`src/rtl/lsu_pkg.sv`:
```
// Shared types for the load/store unit: funct3 access encodings, FSM states
// and the access legality check.
package lsu_pkg;

   localparam logic [2:0] F3_B  = 3'b000;
   localparam logic [2:0] F3_H  = 3'b001;
   localparam logic [2:0] F3_W  = 3'b010;
   localparam logic [2:0] F3_BU = 3'b100;
   localparam logic [2:0] F3_HU = 3'b101;

   typedef enum logic [1:0] {
      IDLE,
      BUSY,
      DONE
   } state_e;

   // Unsigned loads have no store counterpart, so BU/HU are legal only for loads.
   function automatic logic access_ok(input logic       is_store,
                                      input logic [2:0] f3,
                                      input logic [1:0] a);
      logic ok;
      ok = 1'b0;
      case (f3)
         F3_B:    ok = 1'b1;
         F3_H:    ok = ~a[0];
         F3_W:    ok = (a == 2'b00);
         F3_BU:   ok = ~is_store;
         F3_HU:   ok = ~is_store & ~a[0];
         default: ok = 1'b0;
      endcase
      return ok;
   endfunction

endpackage

```
`src/rtl/lsu_load_align.sv`:
```
// Selects the addressed byte/half from a read word and sign/zero-extends it.
module lsu_load_align
   import lsu_pkg::*;
(
   input  logic [31:0] rdata_i,
   input  logic [1:0]  off_i,
   input  logic [2:0]  funct3_i,
   output logic [31:0] result_o
);

   logic [7:0]  byte_v;
   logic [15:0] half_v;

   always_comb begin
      byte_v = rdata_i[7:0];
      case (off_i)
         2'd0:    byte_v = rdata_i[7:0];
         2'd1:    byte_v = rdata_i[15:8];
         2'd2:    byte_v = rdata_i[23:16];
         default: byte_v = rdata_i[31:24];
      endcase
      half_v = off_i[1] ? rdata_i[31:16] : rdata_i[15:0];
   end

   always_comb begin
      result_o = rdata_i;
      case (funct3_i)
         F3_B:    result_o = {{24{byte_v[7]}}, byte_v};
         F3_BU:   result_o = {24'd0, byte_v};
         F3_H:    result_o = {{16{half_v[15]}}, half_v};
         F3_HU:   result_o = {16'd0, half_v};
         default: result_o = rdata_i;
      endcase
   end

endmodule

```
`src/rtl/load_store_unit.sv`:
```
// Data-memory access stage: converts loads/stores into word-aligned valid/ready
// requests, stalls the core while outstanding, and flags faults and timeouts.
module load_store_unit
   import lsu_pkg::*;
#(
   parameter int unsigned TIMEOUT = 16
) (
   input  logic        clk,
   input  logic        rst,
   input  logic        mem_read,
   input  logic        mem_write,
   input  logic [2:0]  funct3,
   input  logic [31:0] addr,
   input  logic [31:0] store_data,
   output logic [31:0] load_result,
   output logic        stall,
   output logic        fault,
   output logic        bus_error,
   output logic        dmem_req,
   output logic        dmem_we,
   output logic [31:0] dmem_addr,
   output logic [31:0] dmem_wdata,
   output logic [3:0]  dmem_wstrb,
   input  logic        dmem_ready,
   input  logic [31:0] dmem_rdata
);

   localparam int unsigned CW = (TIMEOUT < 2) ? 1 : $clog2(TIMEOUT);

   state_e        state_q, state_d;
   logic [31:0]   addr_q, addr_d;
   logic [2:0]    f3_q, f3_d;
   logic [31:0]   sdata_q, sdata_d;
   logic          we_q, we_d;
   logic [CW-1:0] cnt_q, cnt_d;
   logic [31:0]   data_q, data_d;
   logic          err_q, err_d;

   logic [31:0]   align_res;
   logic [3:0]    lane_strb;
   logic [31:0]   lane_wdata;
   logic          is_store;

   assign is_store = mem_write & ~mem_read;

   lsu_load_align u_align (
      .rdata_i  (dmem_rdata),
      .off_i    (addr_q[1:0]),
      .funct3_i (f3_q),
      .result_o (align_res)
   );

   always_comb begin
      lane_strb  = 4'b1111;
      lane_wdata = sdata_q;
      case (f3_q[1:0])
         2'b00: begin
            lane_strb  = 4'b0001 << addr_q[1:0];
            lane_wdata = {4{sdata_q[7:0]}};
         end
         2'b01: begin
            lane_strb  = addr_q[1] ? 4'b1100 : 4'b0011;
            lane_wdata = {2{sdata_q[15:0]}};
         end
         default: begin
            lane_strb  = 4'b1111;
            lane_wdata = sdata_q;
         end
      endcase
   end

   always_comb begin
      state_d     = state_q;
      addr_d      = addr_q;
      f3_d        = f3_q;
      sdata_d     = sdata_q;
      we_d        = we_q;
      cnt_d       = cnt_q;
      data_d      = data_q;
      err_d       = err_q;
      stall       = 1'b0;
      fault       = 1'b0;
      bus_error   = 1'b0;
      load_result = '0;
      dmem_req    = 1'b0;
      dmem_we     = 1'b0;
      dmem_addr   = '0;
      dmem_wdata  = '0;
      dmem_wstrb  = '0;

      case (state_q)
         IDLE: begin
            if (mem_read | mem_write) begin
               if (access_ok(is_store, funct3, addr[1:0])) begin
                  stall   = 1'b1;
                  addr_d  = addr;
                  f3_d    = funct3;
                  sdata_d = store_data;
                  we_d    = is_store;
                  cnt_d   = '0;
                  data_d  = '0;
                  err_d   = 1'b0;
                  state_d = BUSY;
               end else begin
                  fault = 1'b1;
               end
            end
         end
         BUSY: begin
            stall     = 1'b1;
            dmem_req  = 1'b1;
            dmem_we   = we_q;
            dmem_addr = {addr_q[31:2], 2'b00};
            if (we_q) begin
               dmem_wdata = lane_wdata;
               dmem_wstrb = lane_strb;
            end
            if (dmem_ready) begin
               data_d  = we_q ? '0 : align_res;
               state_d = DONE;
            // cnt_q counts BUSY cycles already spent, so TIMEOUT-1 marks the last one
            end else if (cnt_q == CW'(TIMEOUT - 1)) begin
               data_d  = '0;
               err_d   = 1'b1;
               state_d = DONE;
            end else begin
               cnt_d = cnt_q + 1'b1;
            end
         end
         DONE: begin
            bus_error   = err_q;
            load_result = (we_q | err_q) ? '0 : data_q;
            state_d     = IDLE;
         end
         default: state_d = IDLE;
      endcase
   end

   always_ff @(posedge clk) begin
      if (rst) begin
         state_q <= IDLE;
         addr_q  <= '0;
         f3_q    <= '0;
         sdata_q <= '0;
         we_q    <= 1'b0;
         cnt_q   <= '0;
         data_q  <= '0;
         err_q   <= 1'b0;
      end else begin
         state_q <= state_d;
         addr_q  <= addr_d;
         f3_q    <= f3_d;
         sdata_q <= sdata_d;
         we_q    <= we_d;
         cnt_q   <= cnt_d;
         data_q  <= data_d;
         err_q   <= err_d;
      end
   end

endmodule

```
`config.mk`:
```
export PLATFORM = sky130hd
export DESIGN_NAME = load_store_unit
export DESIGN_NICKNAME = d
export VERILOG_FILES = /design/src/rtl/lsu_pkg.sv /design/src/rtl/lsu_load_align.sv /design/src/rtl/load_store_unit.sv
export SDC_FILE = /design/constraint.sdc
export NUM_CORES = 1
export LEC_CHECK = 0
export ABC_AREA = 1
export BUFFER_PORTS_ARGS = -buffer_cell sky130_fd_sc_hd__buf_2
export CAP_MARGIN = 20
export CORE_AREA = 4 4 167 88
export CTS_CLUSTER_DIAMETER = 120
export DETAILED_ROUTE_END_ITERATION = 6
export DIE_AREA = 0 0 171 92
export PLACE_DENSITY = 0.83
export SLEW_MARGIN = 15
export SYNTH_ARGS = -nofsm -noshare
export SYNTH_HDL_FRONTEND = slang
export SYNTH_HIERARCHICAL = 1
export SYNTH_SLANG_ARGS = --single-unit
```
`constraint.sdc`:
```
create_clock -name clk -period 1.6 [get_ports clk]
set_clock_uncertainty 0.05 [all_clocks]
set_input_delay 0.24 -clock clk [delete_from_list [all_inputs] [get_ports clk]]
set_output_delay 0.24 -clock clk [all_outputs]
set_load 0.03 [all_outputs]
```
== Yosys cells after proc, flatten, opt, wreduce, memory -nomap -nowiden ==
Index checks and enable logic that the tools add are counted.

* Output and inout port bits: 105
* Flip-flop bits (word level): 107
* Input port bits: 104

* Bitwise operators: 7
* Equal/unequal tests: 19
* Mux-type cells: 46
* Shifts and indexed selects: 1
* Add/sub/neg operators: 1
* Reduce and logical (&&, ||, !) cells: 12

{| class="wikitable"
|+ Operators by type and width
! kind !! number
|-
| $mux W32 || 10
|-
| $pmux W32 S2 || 2
|-
| $pmux W32 S4 || 1
|-
| $mux W4 || 7
|-
| $pmux W8 S3 || 1
|-
| $mux W16 || 1
|-
| $pmux W4 S2 || 2
|-
| $mux W1 || 14
|-
| $eq A3 B3 Y1 const B || 4
|-
| $ne A2 B2 Y1 const B || 5
|-
| $reduce_and A5 Y1 || 2
|-
| $logic_not A2 Y1 || 4
|-
| $mux W2 || 4
|-
| $eq A2 B1 Y1 const B || 3
|-
| $eq A3 B1 Y1 const B || 2
|-
| $logic_not A3 Y1 || 2
|-
| $reduce_and A3 Y1 || 2
|-
| $pmux W1 S5 || 1
|-
| $add A4 B1 Y4 const B || 1
|-
| $eq A2 B2 Y1 const B || 2
|-
| $eq A4 B4 Y1 const B || 1
|-
| $pmux W1 S2 || 2
|-
| $pmux W2 S2 || 1
|-
| $reduce_and A4 Y1 || 1
|-
| other kinds (7) || 11
|}

== Logic depth before layout (Yosys ltp) ==
Gate-level depths: netlist of the first run.

* Depth in word-level cells: 10
* Depth in mapped cells: 10
* Mapped depth without buffers: 10

== Modules after synthesis ==
Netlist of the first run, hierarchy kept.

{| class="wikitable"
|+ Modules (own cells, without submodules)
! module !! cells an instance !! times used !! area an instance (µm²)
|-
| load_store_unit || 728 || 1 || 4,994.8
|-
| lsu_load_align || 192 || 1 || 895.9
|}

== Least setup slack after synthesis of the first run ==
No wires, ideal clock.

* Kind: register -> output
* Start point: register state_q[1]
* End point: output dmem_wdata[15]
* Setup slack: -0.443 ns
* Stages on the path, launching flop included: 8
* Data arrival time: 1.753 ns
* Cells stage by stage: dfxtp_1 inv_1 nand2_1 buf_2 nor2_4 inv_2 buf_2 nor3_1

* Longest elaborated chain between the ends: 2

{| class="wikitable"
|+ Ends and longest elaborated chain
! item !! line !! text
|-
| start: declaration || load_store_unit.sv:30 || <nowiki>state_e state_q, state_d;</nowiki>
|-
| start signal: assignment || load_store_unit.sv:150 || <nowiki>state_q <= state_d;</nowiki>
|-
| $eq A2 B1 Y1 || load_store_unit.sv:91 || <nowiki>case (state_q)</nowiki>
|-
| $mux W32 || load_store_unit.sv:91 ||
|-
| end: declaration || load_store_unit.sv:22 || <nowiki>output logic [31:0] dmem_wdata,</nowiki>
|}

Every way passes these cells.

== Worst setup path in the final report of the first run ==
* Start point: register state_q[1]
* End point: output load_result[8]

* Longest elaborated chain between the ends: 2

{| class="wikitable"
|+ Ends and longest elaborated chain
! item !! line !! text
|-
| $eq A2 B2 Y1 || load_store_unit.sv:91 ||
|-
| $mux W32 || load_store_unit.sv:91 ||
|-
| end: declaration || load_store_unit.sv:15 || <nowiki>output logic [31:0] load_result,</nowiki>
|}

Every way passes these cells.

==> flow_summary.toml, run 1 <==
[run_status]
outcome = "complete, but fails checks"
violations = "negative setup slack"

[detailed_routing]
drt_iter0_drc = 918
postRouteAntennaNets = 0
drc = 0
via_per_inst = 5.342
wl_per_cell_um = 17.53
wl_um = 23200
first_pass_iters = 7
num_vias = 7067

[finish]
layout.cells.non_filler = 1323
utilization_pct = 68.19
fin_nets = 1247
fillerInstances = 1107
diodes = 0
stdcell_area_um2 = 9061
final_layout_size_suffix_gt1_share_pct = 36.79
area_delta_synth_final_pct = 53.82

[placement]
dpl.cell_count = 1287
place_congestion = 0.9927
portBuffers = 206
post-place-ws_ps = -41.20
placed_cell_area_um2 = 7542
hpwl_um = 15570

[yosys]
netlist_instances = 920
synth_most_common_cell = "nor2_1"
ys_seq_elements = 107
synth_top_cell_by_area = "dfxtp_1"
ys_top_cells_by_area = "dfxtp_1, nor2_1, nand2_1, o21ai_0, nand3_1"
syn-cell-area_um2 = 5891
synth_edf_count = 0
yosysSeqAreaShare_pct = 36.36
yosys_warnings = 6
synth-async-reset-ratio_pct = 0
ys_types = 30
synthFlopType = "dfxtp_1"
syn_avg_cell_area_um2 = 6.403
synthDominantCellAreaShare_pct = 36.36
netlist_top_cells_count = "nor2_1, nand2_1, dfxtp_1, o21ai_0, nand3_1"

[floorplan]
ios = 209
die_area_um2 = 15730
core.rowCount = 30
initial_core_util_pct = 44.33
die_y_um = 92
core_area_um2 = 13290
die_w_um = 171

[clocking]
cts_root_buf = "clkbuf_16"
clk_latency_ps = 340
numCtsBuffers = 9
cts_tree = "done"
cts.clk_slew.worst_paths_ps = 80
clock-sinks = 107
clockBufferDepth = 2
htreeDepth = 3

[global_routing]
grt_start_max_net_pins = 43
track_usage_pct = 27.66
grt_pass1_wl_um = 34730
antenna_found_initial = 2
grt_overflow_total = 0
grt_pass1_vias = 6533

[power_and_ir_drop]
leakagePower_nw = 3.854
total_power_w = 0.008119
max-vdd-ir-drop_uv = 581.5
p_per_area_nw_per_um2 = 896.1

[critical_path]
critPathArrivalTime_ps = 1590
crit_chain = "inv_2 -> or2_4 -> buf_16 -> nor3b_4 -> buf_6"
worstPathRequired_ps = 1310
cp-end-kind = "primary output"
cpPeakStageDelay_ps = 340
cp-start-kind = "flop"
crit_type = "flop to primary output"
crit_fanout = 16
slowest_stage = "dfxtp_2"

[sta]
worst_slack_ps = -277.8
max_freq_ghz = 0.5325
hold_viol = 0
fin_crit_ps = 1878
post-route-period-util_pct = 117.4
setup_violations = 132
report.final.slew_viol_count = 0
rsz0062_at_grt = "true"

[flow_run]
drv_cap = 0

[min_path]
hp-class = "input pin to flop"
==> layout by cell type (no fill, tap or decap), types with 19 or more instances in the layout <==
cell type,instances
a21oi_1,43
buf_12,19
buf_2,103
buf_4,92
buf_6,58
dfxtp_1,103
inv_1,55
nand2_1,128
nand3_1,76
nor2_1,216
nor2_4,34
nor3b_2,26
o21ai_0,80
==> worst paths after layout <==
| path | end | slack (ps) | startpoint | cells past startpoint |
|---|---|---|---|---|
| worst max-delay path | load_result[8] | -280 | state_q[1] | 5 |
| worst min-delay path | sdata_q[4] | 90 | store_data[4] | 3 |
| worst max register to register | data_q[31] | -260 | state_q[0] | 9 |
| worst min register to register | data_q[26] | 430 | data_q[26] | 2 |
==> cells by family after synthesis <==
| kind of cell | after synthesis | synth area share, % |
|---|---|---|
| AO/OA/AOI/OAI | 157 | 13.51 |
| XOR/XNOR | 2 | 0.2974 |
| other | 1 | 0.06366 |
| adder cells (fa/ha/maj) | 1 | 0.2124 |
| buffers and inverters | 132 | 10.85 |
| AND/OR/NAND/NOR | 520 | 38.70 |
| flip-flops | 107 | 36.36 |
==> layout make-up <==
cell class	count	area (um2)	area share (%)
multi-input combinational	682	3744	41.31
timing repair buffer	276	2352	25.96
sequential	107	2152	23.75
inverter	66	260.3	2.872
clock buffer	9	225.2	2.486
tap	176	220.2	2.430
clock inverter	7	107.6	1.188
==> where the power goes <==
| group | internal [W] | switching (W) |
|---|---|---|
| registers | 0.00289 | 0.000174 |
| clock network | 0.00128 | 0.00114 |
| logic | 0.00102 | 0.00161 |
| total | 0.00519 | 0.00293 |
==> through the flow <==
| step | setup TNS, ps | hold WS (ps) |
|---|---|---|
| 2_1_floorplan | -8677 | 336.4 |
| 3_3_place_gp | 0 | 412.0 |
| 3_5_place_dp | -88.25 | 417.8 |
| 4_1_cts | -20000 | 82.84 |
| 5_1_grt | -33110 | 92.38 |
| 6_report | -24280 | 93.14 |
==> repair_timing <==
action                                  CTS  global route
cloned                                    3             1
resized for setup                       219            63
buffers inserted                          9             8
hold buffers                              0             0
pin swaps                                 9             5
endpoints found under the setup margin   97           146
==> flip-flops by register name (all words and copies together), names as in the netlist <==
signal	flops
addr_q	32
cnt_q	4
data_q	32
err_q	1
f3_q	3
sdata_q	32
state_q	2
we_q	1
==> worst max-delay path, delay by kind of cell (launching register included) <==
family	cells	cell delay, ps
flip-flops	1	340
buffers and inverters	3	400
AND/OR/NAND/NOR	2	510
==> routing by layer <==
layer  wire (um)  track usage (%)
met5          29                0
met2        9785            38.84
met4         235            4.878
met3        2984            9.173
met1       10160            41.23
Note: power is estimated with default switching activity, not from simulation.
==> run 2, diff against run 1 <==
--- a/config.mk
+++ b/config.mk
@@ -13,6 +13,7 @@
 export DETAILED_ROUTE_END_ITERATION = 6
 export DIE_AREA = 0 0 171 92
 export PLACE_DENSITY = 0.83
+export RECOVER_POWER = 100
 export SLEW_MARGIN = 15
 export SYNTH_ARGS = -nofsm -noshare
 export SYNTH_HDL_FRONTEND = slang
==> run 2 against run 1 <==
Against the previous run:
- the flow still finishes with violations (negative setup slack)
- die area stayed put
- wire length hardly changed
- cell count did not move
- global-route usage unchanged
- sequential power is essentially flat
- largest power group unchanged
- total power decreased by 0.10%
- highest routed layer unchanged
- critical path type unchanged
==> flow_summary.toml, run 2 (synthesized netlist as in run 1, its figures left out) <==
[run_status]
outcome = "complete, but fails checks"
violations = "negative setup slack"

[flow_run]
drv_cap = 0

[detailed_routing]
via_per_inst = 5.345
postRouteAntennaNets = 0
wl_um = 23180
first_pass_iters = 7
wl_per_cell_um = 17.52
drt_iter0_drc = 919
drc = 0
num_vias = 7071

[clocking]
clockBufferDepth = 2
cts_root_buf = "clkbuf_16"
cts_hold_buffers = 0
cts_tree = "done"
clk_latency_ps = 340
htreeDepth = 3
clock-sinks = 107
numCtsBuffers = 9
cts.clk_slew.worst_paths_ps = 80

[finish]
final_common_cell = "nor2_1"
largestRegisters = "addr_q x32, data_q x32, sdata_q x32"
final_layout_size_suffix_gt1_share_pct = 36.79
diodes = 0
area_delta_synth_final_pct = 53.67
final_cell_mix = "nor2_1, nand2_1, dfxtp_1, buf_2, buf_4"
fin_nets = 1247

[power_and_ir_drop]
p_per_area_nw_per_um2 = 896.0
leakagePower_nw = 3.850
total_power_w = 0.008111
max-vdd-ir-drop_uv = 581.5

[sta]
rsz0062_at_grt = "true"
hold_ws_ps = 94.15
report.final.slew_viol_count = 0
setup_violations = 132
fin_crit_ps = 1877
post-route-period-util_pct = 117.3
max_freq_ghz = 0.5328
fin_setup_tns_ps = -24270
hold_viol = 0
worst_slack_ps = -277.0

[critical_path]
path_buf_inv = 3
slowest_stage = "dfxtp_2"
critPathArrivalTime_ps = 1590
worstPathRequired_ps = 1310
cp-start-kind = "flop"
crit_chain = "inv_2 -> or2_4 -> buf_16 -> nor3b_4 -> buf_6"
crit_family = "simple AND/OR/NAND/NOR gates"
crit_type = "flop to primary output"
cpPeakStageDelay_ps = 340
crit_fanout = 16
cp-end-kind = "primary output"

[floorplan]
ios = 209
core.rowCount = 30
initial_core_util_pct = 44.33
die_w_um = 171
core_area_um2 = 13290
die_area_um2 = 15730
die_y_um = 92

[placement]
portBuffers = 206
hpwl_um = 15570
place_congestion = 0.9927

[global_routing]
grt_pass1_wl_um = 34730
antenna_found_initial = 2
grt_pass1_vias = 6533
grt_overflow_total = 0
track_usage_pct = 27.66
grt_start_max_net_pins = 43

[min_path]
hp-class = "input pin to flop"
==> run 2: area by class of cell <==
class / instances / area (um2)
multi-input cells: 682 / 3744
repair buffers: 276 / 2344
inverters: 66 / 260.3
fillers: 1110 / 4235
clock buffers: 9 / 225.2
flip-flops and latches: 107 / 2152
well taps: 176 / 220.2
clock inverters: 7 / 107.6
==> run 2: power breakdown <==
part | switching [W] | internal [W] | total, W
sequential | 0.000174 | 0.00289 | 0.00307
clock | 0.00114 | 0.00128 | 0.00242
combinational | 0.00161 | 0.00102 | 0.00263
total | 0.00292 | 0.00519 | 0.00811
==> run 2: repair_timing <==
item / 4_1_cts / 5_1_grt
endpoints found under the setup margin: 97 / 146
pin swaps: 9 / 5
gates cloned: 3 / 1
buffers inserted: 9 / 8
gates resized for setup: 219 / 63
==> run 2: routing by layer <==
layer  wire, um  global-route usage, %
met4        238                  4.878
met2       9782                  38.84
met1      10140                  41.23
met5         29                      0
met3       2992                  9.173
==> run 2: final timing paths <==
path | start | endpoint | slack (ps) | cells after the start
max reg2reg | state_q[0] | data_q[31] | -260 | 9
min reg2reg | data_q[26] | data_q[26] | 430 | 2
min | store_data[4] | sdata_q[4] | 90 | 3
max | state_q[1] | load_result[8] | -280 | 5
==> run 2: worst min-delay path, delay by kind of cell <==
kind                   cells  cell delay, ps
AOI/OAI and AO/OA          1              70
buffers and inverters      1              70
and+or+nand+nor            1              70
==> run 2: metrics by stage <==
step / cells / utilization, % / cell area, um2 / setup WS (ps)
4_1_cts: 1314 / 65.69 / 8728 / -256.3
2_1_floorplan: 921 / - / 6123 / -277.7
3_5_place_dp: 1287 / 56.76 / 7542 / -41.20
6_report: 1323 / 68.13 / 9052 / -277.0
5_1_grt: 1323 / 68.13 / 9052 / -331.3
3_3_place_gp: 1287 / 56.76 / 7542 / 15.40
==> run 3, diff against run 2 <==
--- a/config.mk
+++ b/config.mk
@@ -9,6 +9,7 @@
 export BUFFER_PORTS_ARGS = -buffer_cell sky130_fd_sc_hd__buf_2
 export CAP_MARGIN = 20
 export CORE_AREA = 4 4 167 88
+export CTS_BUF_LIST = sky130_fd_sc_hd__clkbuf_4 sky130_fd_sc_hd__clkbuf_8
 export CTS_CLUSTER_DIAMETER = 120
 export DETAILED_ROUTE_END_ITERATION = 6
 export DIE_AREA = 0 0 171 92
==> run 3 against run 2 <==
Against the previous run:
- the flow still finishes with violations (negative setup slack)
- clock power is 22% lower
- final area increased by 0.90%
- critical path depth is 2 higher
- combinational power rose by 5%
- clock-buffer cell count is the same
- utilization up 0.61 points
- worst setup slack got worse by 57 ps
- critical path type unchanged
- largest power group unchanged
==> flow_summary.toml, run 3 (synthesized netlist as in run 1, its figures left out) <==
[run_status]
outcome = "complete, but fails checks"
violations = "negative setup slack"

[floorplan]
core_area_um2 = 13290
initial_core_util_pct = 44.33
die_y_um = 92
die_area_um2 = 15730
core.rowCount = 30
ios = 209
die_w_um = 171

[sta]
post-route-period-util_pct = 120.9
max_freq_ghz = 0.5170
report.final.slew_viol_count = 0
hold_viol = 0
setup_violations = 103
worst_slack_ps = -334.1
fin_crit_ps = 1934
rsz0062_at_grt = "true"

[placement]
hpwl_um = 15570
portBuffers = 206
place_congestion = 0.9927
post-place-ws_ps = -41.20

[clocking]
numCtsBuffers = 9
cts_root_buf = "clkbuf_8"
htreeDepth = 3
cts.clk_slew.worst_paths_ps = 120
clk_latency_ps = 380
cts_hold_buffers = 0
cts_tree = "done"
clockBufferDepth = 2
clock-sinks = 107

[global_routing]
grt_pass1_wl_um = 33970
track_usage_pct = 26.92
grt_start_max_net_pins = 43
grt_pass1_vias = 6444
antenna_found_initial = 2
grt_overflow_total = 0

[detailed_routing]
drt_iter0_drc = 930
drc = 0
wl_per_cell_um = 17.68
wl_um = 23450
via_per_inst = 5.378
num_vias = 7131
first_pass_iters = 7
postRouteAntennaNets = 0

[critical_path]
crit_type = "flop to primary output"
cp-end-kind = "primary output"
cp-start-kind = "flop"
crit_fanout = 8
worstPathRequired_ps = 1310
critPathArrivalTime_ps = 1640

[power_and_ir_drop]
p_per_area_nw_per_um2 = 844.0
max-vdd-ir-drop_uv = 551.3
leakagePower_nw = 3.844
total_power_w = 0.007709

[finish]
diodes = 0
largestRegisters = "addr_q x32, data_q x32, sdata_q x32"
final_layout_size_suffix_gt1_share_pct = 39.04
fin_nets = 1250
final_common_cell = "nor2_1"
area_delta_synth_final_pct = 55.06
final_cell_mix = "nor2_1, nand2_1, buf_2, dfxtp_1, buf_4"

[min_path]
hp-class = "input pin to flop"

[flow_run]
drv_cap = 0
==> run 3: cell count changes in the layout (fill, tap and decap cells not counted), moves of 5 or more <==
| cell | before | now |
|---|---|---|
| a21oi_1 | 43 | 38 |
| a21oi_2 | 6 | 11 |
| clkbuf_16 | 10 | 5 |
| clkbuf_8 | 0 | 9 |
| nand2_1 | 128 | 123 |
| nor2_1 | 216 | 211 |
| nor2_2 | 12 | 20 |
| o21ai_0 | 80 | 63 |
| o21ai_1 | 12 | 25 |
==> run 3: per-stage QoR <==
step	instances	util, %	instance area, um2	hold WS, ps	TNS, ps
6_report	1326	68.74	9134	50.89	-18630
4_1_cts	1313	64.45	8564	37.53	-18630
5_1_grt	1326	68.74	9134	45.03	-25850
3_3_place_gp	1287	56.76	7542	412.0	0
3_5_place_dp	1287	56.76	7542	417.8	-88.25
2_1_floorplan	921	-	6123	336.4	-8677
==> run 3: final cells by class <==
class	count	area (um2)
Clock inverter	7	107.6
Tap cell	176	220.2
Inverter	66	285.3
Sequential cell	107	2156
Multi-Input combinational cell	682	3830
Clock buffer	9	123.9
Fill cell	1077	4154
Timing Repair Buffer	279	2411
==> run 3: per-layer routing <==
metal | part of all wire, % | global-route usage [%] | vias up
met1 | 45 | 39.57 | 3259
li1 | - | - | 3397
met3 | 12 | 9.432 | 42
met4 | 1.3 | 5.142 | 4
met5 | 0.11 | 0 | -
met2 | 42 | 37.93 | 429
==> run 3: worst paths after layout <==
path	start	end	slack, ps	cells after the start
worst min-delay path	store_data[5]	sdata_q[5]	50	3
worst max-delay path	f3_q[0]	dmem_wdata[12]	-330	7
worst min register to register	data_q[26]	data_q[26]	440	2
worst max register to register	state_q[1]	data_q[1]	20	9
==> run 3: repair_timing <==
item / CTS / global route
buffers inserted: 10 / 7
endpoints found under the setup margin: 103 / 148
cloned: 1 / 6
resized for setup: 218 / 115
pin swaps: 9 / 16
==> run 3: power breakdown <==
group | total, W | switching (W) | internal [W] | leakage, nW
Combinational | 0.00275 | 0.00167 | 0.00108 | 2.85
Sequential | 0.00308 | 0.000180 | 0.00290 | 0.878
Clock | 0.00188 | 0.00109 | 0.000784 | 0.114
Total | 0.00771 | 0.00295 | 0.00476 | 3.84
==> run 3: critical path, stage by stage (launching register included) <==
cell     delay, ps
dfxtp_4        380
buf_12         130
nand2_8         90
nor2_1          60
a21oi_2        180
o21ai_1        140
nor2_2         130
buf_6          150
